[config.mk]
export PLATFORM = sky130hd
export DESIGN_NAME = mux32_arbiter
export DESIGN_NICKNAME = d
export VERILOG_FILES = /design/src/rtl/mux32_arbiter.sv
export SDC_FILE = /design/constraint.sdc
export NUM_CORES = 1
export LEC_CHECK = 0
export CORE_UTILIZATION = 30
export CTS_CLUSTER_DIAMETER = 100
export CTS_CLUSTER_SIZE = 24
export DETAILED_ROUTE_END_ITERATION = 7
export PLACE_DENSITY = 0.76
export SLEW_MARGIN = 20
export SYNTH_ARGS = -nofsm -noshare
export SYNTH_HDL_FRONTEND = slang
export SYNTH_SLANG_ARGS = --single-unit
[constraint.sdc]
create_clock -name clk -period 3 [get_ports clk]
set_input_delay 0.6 -clock clk [delete_from_list [all_inputs] [get_ports clk]]
set_output_delay 0.6 -clock clk [all_outputs]
set_load 0.01 [all_outputs]
[src/rtl/mux32_arbiter.sv]
// Purpose : two-requester round-robin arbiter driving a 2:1 word mux into a one-entry output register.
// Latency : valid in IDLE at cycle N -> ready at N+1 -> out_valid at N+2; 1 beat/cycle inside a grant.
// Backpr. : out_ready low holds the output register and drops the granted ready; the grant is held indefinitely.
//
// Ports
//   clk, reset_n                 rising-edge clock, asynchronous active-low reset
//   inX_valid/data/last/ready    requester X stream (X = 0, 1); ready only for the granted side
//   out_valid/data/src/last      registered selected beat; src names the requester it came from
//   out_ready                    downstream accepts the held beat
//   sel                          mux select, equal to the current grant (0 outside GRANT1)
//   busy                         arbiter is granting or still holds a beat
module mux32_arbiter #(
  parameter int WIDTH     = 32,
  parameter int MAX_BURST = 4
) (
  input  logic             clk,
  input  logic             reset_n,

  input  logic             in0_valid,
  input  logic [WIDTH-1:0] in0_data,
  input  logic             in0_last,
  output logic             in0_ready,

  input  logic             in1_valid,
  input  logic [WIDTH-1:0] in1_data,
  input  logic             in1_last,
  output logic             in1_ready,

  output logic             out_valid,
  output logic [WIDTH-1:0] out_data,
  output logic             out_src,
  output logic             out_last,
  input  logic             out_ready,

  output logic             sel,
  output logic             busy
);

  // Beat counter is sized so that MAX_BURST-1 is representable; it is cleared on
  // every release, so it never needs to hold MAX_BURST itself.
  localparam int CW = (MAX_BURST > 1) ? $clog2(MAX_BURST) : 1;
  localparam logic [CW-1:0] BURST_END = CW'(MAX_BURST - 1);

  localparam logic [1:0] ST_IDLE   = 2'd0;
  localparam logic [1:0] ST_GRANT0 = 2'd1;
  localparam logic [1:0] ST_GRANT1 = 2'd2;

  logic [1:0]       r_state;
  logic [1:0]       w_state_nxt;
  logic             r_last_grant;
  logic [CW-1:0]    r_count;

  logic             r_out_valid;
  logic [WIDTH-1:0] r_out_data;
  logic             r_out_src;
  logic             r_out_last;

  logic             w_granted;
  logic             w_gsel;
  logic             w_load_en;
  logic             w_gnt_valid;
  logic [WIDTH-1:0] w_gnt_data;
  logic             w_gnt_last;
  logic             w_other_valid;
  logic             w_xfer;
  logic             w_burst_end;
  logic             w_release;

  assign w_granted = (r_state == ST_GRANT0) || (r_state == ST_GRANT1);
  assign w_gsel    = (r_state == ST_GRANT1);

  // The output register can take a new beat when it is empty or being drained now.
  assign w_load_en = !r_out_valid || out_ready;

  // Granted-side view of the inputs; only meaningful while w_granted is set.
  assign w_gnt_valid   = w_gsel ? in1_valid : in0_valid;
  assign w_gnt_data    = w_gsel ? in1_data  : in0_data;
  assign w_gnt_last    = w_gsel ? in1_last  : in0_last;
  assign w_other_valid = w_gsel ? in0_valid : in1_valid;

  assign w_xfer      = w_granted && w_gnt_valid && w_load_en;
  assign w_burst_end = (r_count == BURST_END);

  // A grant ends on a last beat, on the final allowed beat of the burst, or as soon
  // as the granted requester has nothing to send. A stall (valid but no load) keeps it.
  assign w_release = w_granted &&
                     (!w_gnt_valid || (w_xfer && (w_gnt_last || w_burst_end)));

  always_comb begin
    w_state_nxt = r_state;
    case (r_state)
      ST_IDLE: begin
        if (in0_valid && in1_valid) begin
          // Contention: favour whoever did not hold the most recent grant.
          w_state_nxt = r_last_grant ? ST_GRANT0 : ST_GRANT1;
        end else if (in0_valid) begin
          w_state_nxt = ST_GRANT0;
        end else if (in1_valid) begin
          w_state_nxt = ST_GRANT1;
        end
      end
      ST_GRANT0, ST_GRANT1: begin
        if (w_release) begin
          // Hand straight over to a waiting peer; no IDLE bubble.
          if (w_other_valid) begin
            w_state_nxt = w_gsel ? ST_GRANT0 : ST_GRANT1;
          end else begin
            w_state_nxt = ST_IDLE;
          end
        end
      end
      default: w_state_nxt = ST_IDLE;
    endcase
  end

  always_ff @(posedge clk or negedge reset_n) begin
    if (!reset_n) begin
      r_state      <= ST_IDLE;
      r_last_grant <= 1'b1;
      r_count      <= '0;
    end else begin
      r_state <= w_state_nxt;
      if (w_release) begin
        r_last_grant <= w_gsel;
        r_count      <= '0;
      end else if (w_xfer) begin
        r_count <= r_count + CW'(1);
      end
    end
  end

  // Single-entry output stage. A load while the old beat drains replaces it in
  // the same cycle, keeping out_valid high.
  always_ff @(posedge clk or negedge reset_n) begin
    if (!reset_n) begin
      r_out_valid <= 1'b0;
      r_out_data  <= '0;
      r_out_src   <= 1'b0;
      r_out_last  <= 1'b0;
    end else begin
      if (w_xfer) begin
        r_out_valid <= 1'b1;
        r_out_data  <= w_gnt_data;
        r_out_src   <= w_gsel;
        // The final beat of a forced release is flagged as last downstream.
        r_out_last  <= w_gnt_last || w_burst_end;
      end else if (out_ready) begin
        r_out_valid <= 1'b0;
      end
    end
  end

  assign in0_ready = (r_state == ST_GRANT0) && w_load_en;
  assign in1_ready = (r_state == ST_GRANT1) && w_load_en;

  assign out_valid = r_out_valid;
  assign out_data  = r_out_data;
  assign out_src   = r_out_src;
  assign out_last  = r_out_last;

  assign sel  = w_gsel;
  assign busy = w_granted || r_out_valid;

endmodule

Word level (Yosys, flattened, before mapping)
Cells that the tools add are included.
{"block": "totals", "out_inout_bits": 39, "register_bits": 40, "word_cells": 48, "input_bits": 71}
{"block": "classes", "n_addsub": 1, "eq_ne": 5, "reduce_logical": 19, "mux": 16}
{"operator": "two-way mux 32 bit", "n": 1}
{"operator": "two-way mux 2 bit", "n": 9}
{"operator": "logical AND 1 bit", "n": 7}
{"operator": "logical OR 1 bit", "n": 5}
{"operator": "two-way mux 1 bit", "n": 5}
{"operator": "== test 2 bit (second input constant)", "n": 2}
{"operator": "!= test 4 bit (second input constant)", "n": 1}
{"operator": "one-hot mux 2 bit (2 select lines)", "n": 1}
{"operator": "nonzero test 2 bit", "n": 2}
{"operator": "adder 2 x 1 -> 2 bit (second input constant)", "n": 1}
{"operator": "== test 2 x 1 -> 1 bit (second input constant)", "n": 1}
{"operator": "zero test 1 bit", "n": 2}
{"operator": "zero test 2 bit", "n": 1}
{"operator": "!= test 2 bit (second input constant)", "n": 1}
{"operator": "AND reduction 2 bit", "n": 1}
{"operator": "OR reduction 2 bit", "n": 1}

Longest topological paths before layout
Gate-level depths: netlist (run 1).
{"block": "logic_depth", "ltp_word": 9, "ltp_mapped": 8, "depth_no_buf": 6}

Least setup slack after synthesis (run 1)
Ideal clock, no wire load.
{"block": "synth_timing", "path_type": "register -> output", "startpoint": "register r_state[0]", "endpoint": "output in1_ready", "path_stages_with_launch": 6, "required_ns": 2.400, "path_slack_ns": 0.907, "t_arrival_ns": 1.493, "path_buffers": 2, "path_cell_list": "dfrtp_1 > inv_1 > ha_1 > buf_6 > buf_1 > and2_1"}
{"block": "synth_via", "elab_chain_len": 2}
{"item": "start: declaration", "line": "48", "text": "logic [1:0] r_state;"}
{"item": "start signal: assignment", "line": "122", "text": "r_state <= w_state_nxt;"}
{"item": "== test 2 bit"}
{"item": "named net sel", "line": "35", "text": "output logic sel,"}
{"item": "logical AND 1 bit", "line": "154", "text": "assign in1_ready = (r_state == ST_GRANT1) && w_load_en;"}
{"item": "end: declaration", "line": "27", "text": "output logic in1_ready,"}
The timed path passes the listed nets, and every way through them passes these cells.

Worst setup path after layout (run 1)
{"block": "layout_timing", "startpoint": "input out_ready", "endpoint": "output in1_ready"}
{"block": "layout_via", "elab_chain_len": 2}
{"item": "start: declaration", "line": "33", "text": "input logic out_ready,"}
{"item": "logical OR 1 bit", "line": "73", "text": "assign w_load_en = !r_out_valid || out_ready;"}
{"item": "logical AND 1 bit", "line": "154"}
No other way between the ends.

==> results of run 1 <==
## power groups by stage
stage	clock [uW]	sequential [uW]	combinational (uW)
2_1_floorplan	0	1050	861
3_3_place_gp	0	937	1690
3_5_place_dp	0	955	1720
4_1_cts	349	944	1720
5_1_grt	368	979	1880
6_report	330	941	1690
## cell usage in the layout (no fill, tap or decap), drive strengths merged
cell type	instances
ha	6
a21boi	1
nand3b	2
a21oi	2
clkbuf	8
clkdlybuf4s50	108
a32oi	1
buf	5
nand2b	1
nor2	4
mux2	7
xor2	1
nor2b	1
or2	1
inv	3
dfstp	1
o21ai	35
mux2i	33
and2	2
nand3	2
dfrtp	39
nand2	35
## worst min path at each step
stage | from | to | depth (start not counted)
global placement | out_data[29] | out_data[29] | 2
finish | reset_n | out_data[22] | 1
global route | reset_n | out_data[22] | 1
floorplan | reset_n | out_data[0] | 0
detailed placement | out_data[12] | out_data[12] | 2
CTS | reset_n | out_data[22] | 1
## logic make-up (layout without fill, tap and decap cells)
| group | after synthesis | count (layout) | synth area share, % |
|---|---|---|---|
| multiplexers | 40 | 40 | 20.8 |
| buffers and inverters | 14 | 124 | 3.73 |
| XOR/XNOR | 1 | 1 | 0.442 |
| AND/OR/NAND/NOR | 48 | 48 | 10.2 |
| adder cells (fa/ha/maj) | 6 | 6 | 3.79 |
| AO/OA/AOI/OAI | 39 | 39 | 10.4 |
| flip-flops | 40 | 40 | 50.6 |
## cells in the mapped netlist, drive strengths merged
cell	count	area share, %
a21boi	1	0.38
a21oi	2	0.51
a32oi	1	0.44
and2	2	0.63
buf	9	2.8
clkbuf	2	0.38
dfrtp	39	49
dfstp	1	1.3
ha	6	3.8
inv	3	0.57
mux2	7	4.2
mux2i	33	17
nand2	35	6.6
nand2b	1	0.32
nand3	2	0.51
nand3b	2	0.76
nor2	4	0.76
nor2b	1	0.32
o21ai	35	9.0
or2	1	0.32
xor2	1	0.44
## metal layers
| metal | GRT usage (%) | wire length, um | vias to the layer above |
|---|---|---|---|
| met5 | 0 | 0 | - |
| met4 | 2.82 | 13 | 0 |
| met3 | 4.67 | 338 | 2 |
| met2 | 25.5 | 2280 | 62 |
| met1 | 16.6 | 1870 | 776 |
| li1 | - | - | 861 |
## metrics by stage
step                util [%]  hold WS [ps]  setup WS (ps)  std cells
finish                  50.7           432            482        375
global route            50.7           510            412        375
CTS                     50.7           466            470        375
detailed placement      49.4           474            473        367
global placement        49.4           467            489        367
floorplan                  -           304            907        188
## final cells by class
class | instances | area [um^2]
Inverter | 3 | 11.3
Fill cell | 605 | 3130
Timing Repair Buffer | 113 | 1120
Sequential cell | 40 | 1000
Clock buffer | 8 | 80.1
Tap cell | 77 | 96.3
Multi-Input combinational cell | 134 | 912
## registers in the layout (all words and copies together), names as in the netlist
name and cells:
out_data 32, out_last 1, out_src 1, out_valid 1
r_count 2, r_last_grant 1, r_state 2
## worst reg2reg max path: cells and delay by family, from the launching register on
family / cells / cell delay, ps
compound gates: 2 / 280
fa+ha+maj: 1 / 220
buf+inv: 2 / 460
flops: 1 / 410
mux: 2 / 710
==> impl_metrics.toml, run 1 <==
[worst_setup_path]
path_class = "in2out"
worstReg2RegEnd = "r_state[1]"
cp_common_cell = "clkdlybuf4s50_1"
cp_num_cells = 4
cp_cell_sequence = "clkdlybuf4s50_1, nand2b_1, and2_1, clkdlybuf4s50_1"
regToRegStartpoint = "r_state[0]"
cp_max_fo = 5
cpPeakStageDelay_ps = 530
r2r_cells = 7
startpoint_type = "input pin"
cp-startpoint = "out_ready"
path_delay_family = "buffers and inverters"
crit_path_end_kind = "primary output"
worstPathRequired_ps = 2400
cpMaxStageDelayCell = "clkdlybuf4s50_1"
worst_ep_arrival_time_ps = 1920
rrSetupSlack_ps = 800
worst-path-buf-inv = 2
critPathCapture = "in1_ready"

[cells_and_area]
nNetsFinal = 374
final_layout_size_suffix_gt1_share_pct = 5.37
n_antenna_cell = 0
fin_area_um2 = 3220
syn_to_final_growth_pct = 62.5

[synthesis]
postSynthNetCount = 265
ys_types = 28
synth_cells = 188
ys.warnings.count = 0
synth-seq-cells = 40
avgSynthCellArea_um2 = 10.5
syn_area_um2 = 1980
ys_seq_area_share_pct = 50.6

[cts]
cts-root-buf = "clkbuf_8"
cts_tree = "built"
htreeDepth = 2
insertion_delay_ps = 280
cts_sinks = 40
clk_pin_slew_ps = 70
postCtsSetupBuffers = 0
cts-buffers-inserted = 5
cts_max_path_buffers = 2
cts.repair.resized = 0
cts_hold_buf = 0

[power]
p_seq_share_pct = 31.8
power_uw = 2960
p_sw_share_pct = 36.6
clkPwrFrac_pct = 11.1
p_per_area_nw_per_um2 = 919
peakVddDrop_v = 0.000463
p_int_uw = 1880
power_frac_comb_pct = 57.0
switchingPower_uw = 1080
leakage_uw = 0.00140

[placed_design]
portBuffers = 109
place.gp.congestion = 0.677
hpwl_um = 3580
place_area_um2 = 3140

[timing]
worst-slew-pin-transition_ps = 878
timing.final.crit_share_pct = 83.9
period_minus_slack_ps = 2520
setup-violations-final = 0
finClkSkew_ps = 5.03
hold_viol_final = 0
tns_ps = 0
slew_headroom_pct = 41.4
rsz0062_at_grt = "no"
max_freq_mhz = 397
final_max_slew_viol_count = 0

[min_path]
hp-class = "in2async"

[global_route]
grt_max_degree = 41
grt_pass1_wl_um = 8050
antenna_found_initial = 0
grt_pass1_vias = 1779
grt_use_total_pct = 14.2
overflow = 0

[route]
drc = 0
wirelength_um = 4500
ant_nets = 0
via_per_inst = 4.54
wl_per_cell_um = 12.0
firstDrtPassIters = 4
via_count = 1701
drtIter0Drc = 34

[run_status]
status = "finished clean"

[floorplan]
die_x_um = 83.3
core_um2 = 6350
io_pins = 110
row_count = 29
fp.dieH_um = 83.3
start_util_pct = 31.2
design.die.area_um2 = 6930

[job]
maxCapViolCount = 0
No activity file was read; power rests on OpenSTA's default activity.
==> run 2: changes to the inputs <==
clock period = 2.6 ns   (was 3 ns; I/O delays follow)
==> run 2 against run 1 <==
Utilization increased by 0.16 points. Cell area increased by 0.31%. Sequential share of layout area decreased by 0.097 points. First-iteration DRC count decreased by 41%. Setup slack got worse by 310 ps. Clock-buffer cell count unchanged. Die area unchanged. Via count decreased by 0.82%. Total power increased by 16%. Critical path type is now reg2out. Highest routed layer unchanged.
==> impl_metrics.toml, run 2 (synthesis results as in run 1) <==
[worst_setup_path]
worst-path-buf-inv = 2
cp_cell_sequence = "inv_1, ha_1, or2_1, clkdlybuf4s50_1"
path_class = "reg2out"
path_delay_family = "buffers and inverters"
worst_ep_arrival_time_ps = 1910
cp_max_fo = 7
startpoint_type = "flip-flop"
cpMaxStageDelayCell = "clkdlybuf4s50_1"
worstPathRequired_ps = 2080
cpPeakStageDelay_ps = 480
crit_path_end_kind = "primary output"

[route]
firstDrtPassIters = 4
drc = 0
wirelength_um = 4450
wl_per_cell_um = 11.9
ant_nets = 0
drtIter0Drc = 20
via_per_inst = 4.50
via_count = 1687

[cts]
cts_sinks = 40
htreeDepth = 2
cts_hold_buf = 0
cts-buffers-inserted = 5
cts_max_path_buffers = 2
insertion_delay_ps = 280
cts-root-buf = "clkbuf_8"
clk_pin_slew_ps = 80
postCtsSetupBuffers = 0
cts.repair.resized = 0
cts_tree = "built"

[cells_and_area]
final_common_cell = "clkdlybuf4s50_1"
nNetsFinal = 374
n_fill_cell = 607
largest_reg_flops = 32
final_cell_mix = "clkdlybuf4s50_1, dfrtp_1, nand2_1, mux2i_1, o21ai_1"
final_layout_size_suffix_gt1_share_pct = 5.70
syn_to_final_growth_pct = 63.0
n_antenna_cell = 0

[floorplan]
row_count = 29
start_util_pct = 31.2
die_x_um = 83.3
design.die.area_um2 = 6930
core_um2 = 6350
io_pins = 110
fp.dieH_um = 83.3

[placed_design]
place.gp.congestion = 0.667
hpwl_um = 3560
portBuffers = 109

[timing]
period_minus_slack_ps = 2430
finClkSkew_ps = 9.57
hold_viol_final = 0
slew_headroom_pct = 41.1
max_freq_mhz = 412
timing.final.crit_share_pct = 93.4
final_max_slew_viol_count = 0
setup-violations-final = 0
worst-slew-pin-transition_ps = 883
rsz0062_at_grt = "no"
tns_ps = 0

[global_route]
grt_pass1_vias = 1734
grt_max_degree = 41
antenna_found_initial = 0
grt_use_total_pct = 13.9
grt_pass1_wl_um = 7940
overflow = 0

[power]
peakVddDrop_v = 0.000463
power_uw = 3430
p_per_area_nw_per_um2 = 1060
leakage_uw = 0.00140

[min_path]
hp-class = "in2async"

[run_status]
status = "finished clean"

[job]
maxCapViolCount = 0
-- run 2: where the power goes --
part / switching (uW) / total (uW) / leakage, uW / internal (uW)
clock network: 193 / 409 / 0.0000455 / 216
logic: 901 / 1950 / 0.000861 / 1050
registers: 149 / 1080 / 0.000498 / 929
total: 1240 / 3430 / 0.00140 / 2190
-- run 2: worst paths after layout --
path / from / end / slack, ps / cells past startpoint
worst max-delay path: r_state[0] / busy / 170 / 4
worst min-delay path: reset_n / out_valid / 360 / 1
worst max register to register: r_state[0] / r_state[0] / 560 / 7
worst min register to register: out_data[18] / out_data[18] / 480 / 2
max in group asynchronous: reset_n / out_data[6] / 1690 / 1
min in group clk: out_data[18] / out_data[18] / 480 / 2
-- run 2: through the flow --
stage | setup slack, ps | utilization, % | hold slack [ps] | cells | cell area (um^2)
final | 171 | 50.8 | 359 | 375 | 3230
after global routing | 92.1 | 50.8 | 434 | 375 | 3230
after CTS | 152 | 50.8 | 394 | 375 | 3230
after detailed placement | 224 | 49.4 | 475 | 367 | 3140
after global placement | 246 | 49.4 | 466 | 367 | 3140
after floorplan | 587 | - | 224 | 188 | 1980
-- run 2: metal layers --
metal / share of wire (%) / up-vias / wire [um] / global-route usage (%)
met1: 41 / 764 / 1810 / 15.7
met2: 51 / 61 / 2260 / 25.1
li1: - / 860 / - / -
met4: 0.29 / 0 / 13 / 2.82
met5: 0 / - / 0 / 0
met3: 8.1 / 2 / 360 / 4.87
-- run 2: worst reg2reg max path, cell delays in order (launching register included) --
cell     delay, ps
dfrtp_1        420
inv_1          120
ha_2           260
buf_4          300
mux2_1         380
nand3_1         90
a21oi_1         60
mux2_1         290
-- run 2: final cells by class --
cell class,count,area (um^2),area share (%)
clock buffers,8,90.1,2.79
inverters,3,11.3,0.349
multi-input cells,134,912,28.3
flip-flops and latches,40,1000,31.0
well taps,77,96.3,2.98
repair buffers,113,1120,34.6
==> run 3: changes to the inputs <==
RECOVER_POWER = 50   (was default)
==> run 3 against run 2 <==
Combinational power shrank 3%. Final cell count is the same. Setup slack gained 9.7 ps. Worst hold slack lost 1.7 ps. Clock-buffer cell count is the same. Clock skew is essentially flat. Utilization shrank 0.079 points. Sequential power is essentially flat.
==> impl_metrics.toml, run 3 (synthesis results as in run 1) <==
[route]
wl_per_cell_um = 11.8
via_per_inst = 4.53
ant_nets = 0
wirelength_um = 4440
via_count = 1699
drc = 0
firstDrtPassIters = 4
drtIter0Drc = 19

[cells_and_area]
nNetsFinal = 374
n_antenna_cell = 0
layout.cells.non_filler = 375
final_layout_size_suffix_gt1_share_pct = 5.03
n_fill_cell = 608
largest_reg_flops = 32
final_cell_mix = "clkdlybuf4s50_1, dfrtp_1, nand2_1, mux2i_1, o21ai_1"
syn_to_final_growth_pct = 62.7
final_common_cell = "clkdlybuf4s50_1"

[floorplan]
core_um2 = 6350
row_count = 29
io_pins = 110
design.die.area_um2 = 6930
start_util_pct = 31.2
fp.dieH_um = 83.3
die_x_um = 83.3

[worst_setup_path]
cp_max_fo = 7
worst-path-buf-inv = 2
path_delay_family = "buffers and inverters"
startpoint_type = "flip-flop"
crit_path_end_kind = "primary output"
path_class = "reg2out"
worstPathRequired_ps = 2080
cpMaxStageDelayCell = "clkdlybuf4s50_1"
cp_cell_sequence = "inv_1, ha_1, or2_1, clkdlybuf4s50_1"
worst_ep_arrival_time_ps = 1900
cpPeakStageDelay_ps = 480
regToRegStartpoint = "r_state[0]"
cp-startpoint = "r_state[0]"

[power]
peakVddDrop_v = 0.000463
p_per_area_nw_per_um2 = 1050
power_uw = 3370
leakage_uw = 0.00143

[cts]
cts_sinks = 40
cts_hold_buf = 0
clk_pin_slew_ps = 80
cts-buffers-inserted = 5
cts-root-buf = "clkbuf_8"
cts.repair.resized = 0
postCtsSetupBuffers = 0
cts_max_path_buffers = 2
htreeDepth = 2
insertion_delay_ps = 280
cts_tree = "built"

[global_route]
grt_max_degree = 41
met1_usage_pct = 15.7
top_usage_layer = "met2"
grt_pass1_wl_um = 7940
grt_pass1_vias = 1734
grt_use_total_pct = 13.9
overflow = 0
grtUsageMet3_pct = 4.87
antenna_found_initial = 0
use_met2_pct = 25.1

[run_status]
status = "finished clean"

[timing]
finClkSkew_ps = 9.62
period_minus_slack_ps = 2420
setup-violations-final = 0
timing.final.crit_share_pct = 93.0
final_max_slew_viol_count = 0
hold_viol_final = 0
tns_ps = 0
rsz0062_at_grt = "no"
holdWs_ps = 357
worst-slew-pin-transition_ps = 880
max_freq_mhz = 413
slew_headroom_pct = 41.4

[placed_design]
place.gp.congestion = 0.667
hpwl_um = 3560
dp_cells = 367
portBuffers = 109

[job]
maxCapViolCount = 0

[min_path]
hp-class = "in2async"
[run 3: changes by cell type in the layout (fill, tap and decap cells not counted), sizes merged]
cell,before,now
dlygate4sd3,0,17
clkdlybuf4s50,108,91
[run 3: metrics by stage]
step           util [%]  setup WS, ps  area [um^2]
2_1_floorplan         -           587         1980
3_3_place_gp       49.4           246         3140
3_5_place_dp       49.4           224         3140
4_1_cts            50.8           152         3230
5_1_grt            50.8           103         3220
6_report           50.8           181         3220
[run 3: area by class of cell]
type	count	area [um^2]	area share [%]
Clock buffer	8	90.1	2.80
Inverter	3	11.3	0.349
Multi-Input combinational cell	134	907	28.1
Sequential cell	40	1000	31.1
Tap cell	77	96.3	2.99
Timing Repair Buffer	113	1120	34.6
[run 3: worst register-to-register path: cells and delay by family, from the launching register on]
family,cells,cell delay (ps)
DFF,1,420
and+or+nand+nor,1,90
buffers and inverters,2,420
muxes,2,670
AOI/OAI and AO/OA,1,60
adders and majority gates,1,260
[run 3: per-layer routing]
layer  up-vias  share of wire [%]  routed length (um)
met5         -                  0                   0
met4         0               0.29                  13
met3         2                8.1                 359
met2        59                 51                2270
met1       774                 40                1800
li1        864                  -                   -
[run 3: worst paths after layout]
kind	to	slack (ps)	depth (start not counted)
min in group clk	out_data[12]	480	2
max in group asynchronous	out_data[6]	1700	1
max reg2reg	r_state[0]	560	7
min	out_valid	360	1
max	busy	180	4
min reg2reg	out_data[12]	480	2
[run 3: report_power, final]
group          internal (uW)  switching, uW  total, uW
logic                    996            898       1890
registers                928            143       1070
clock network            216            193        410
total                   2140           1230       3370
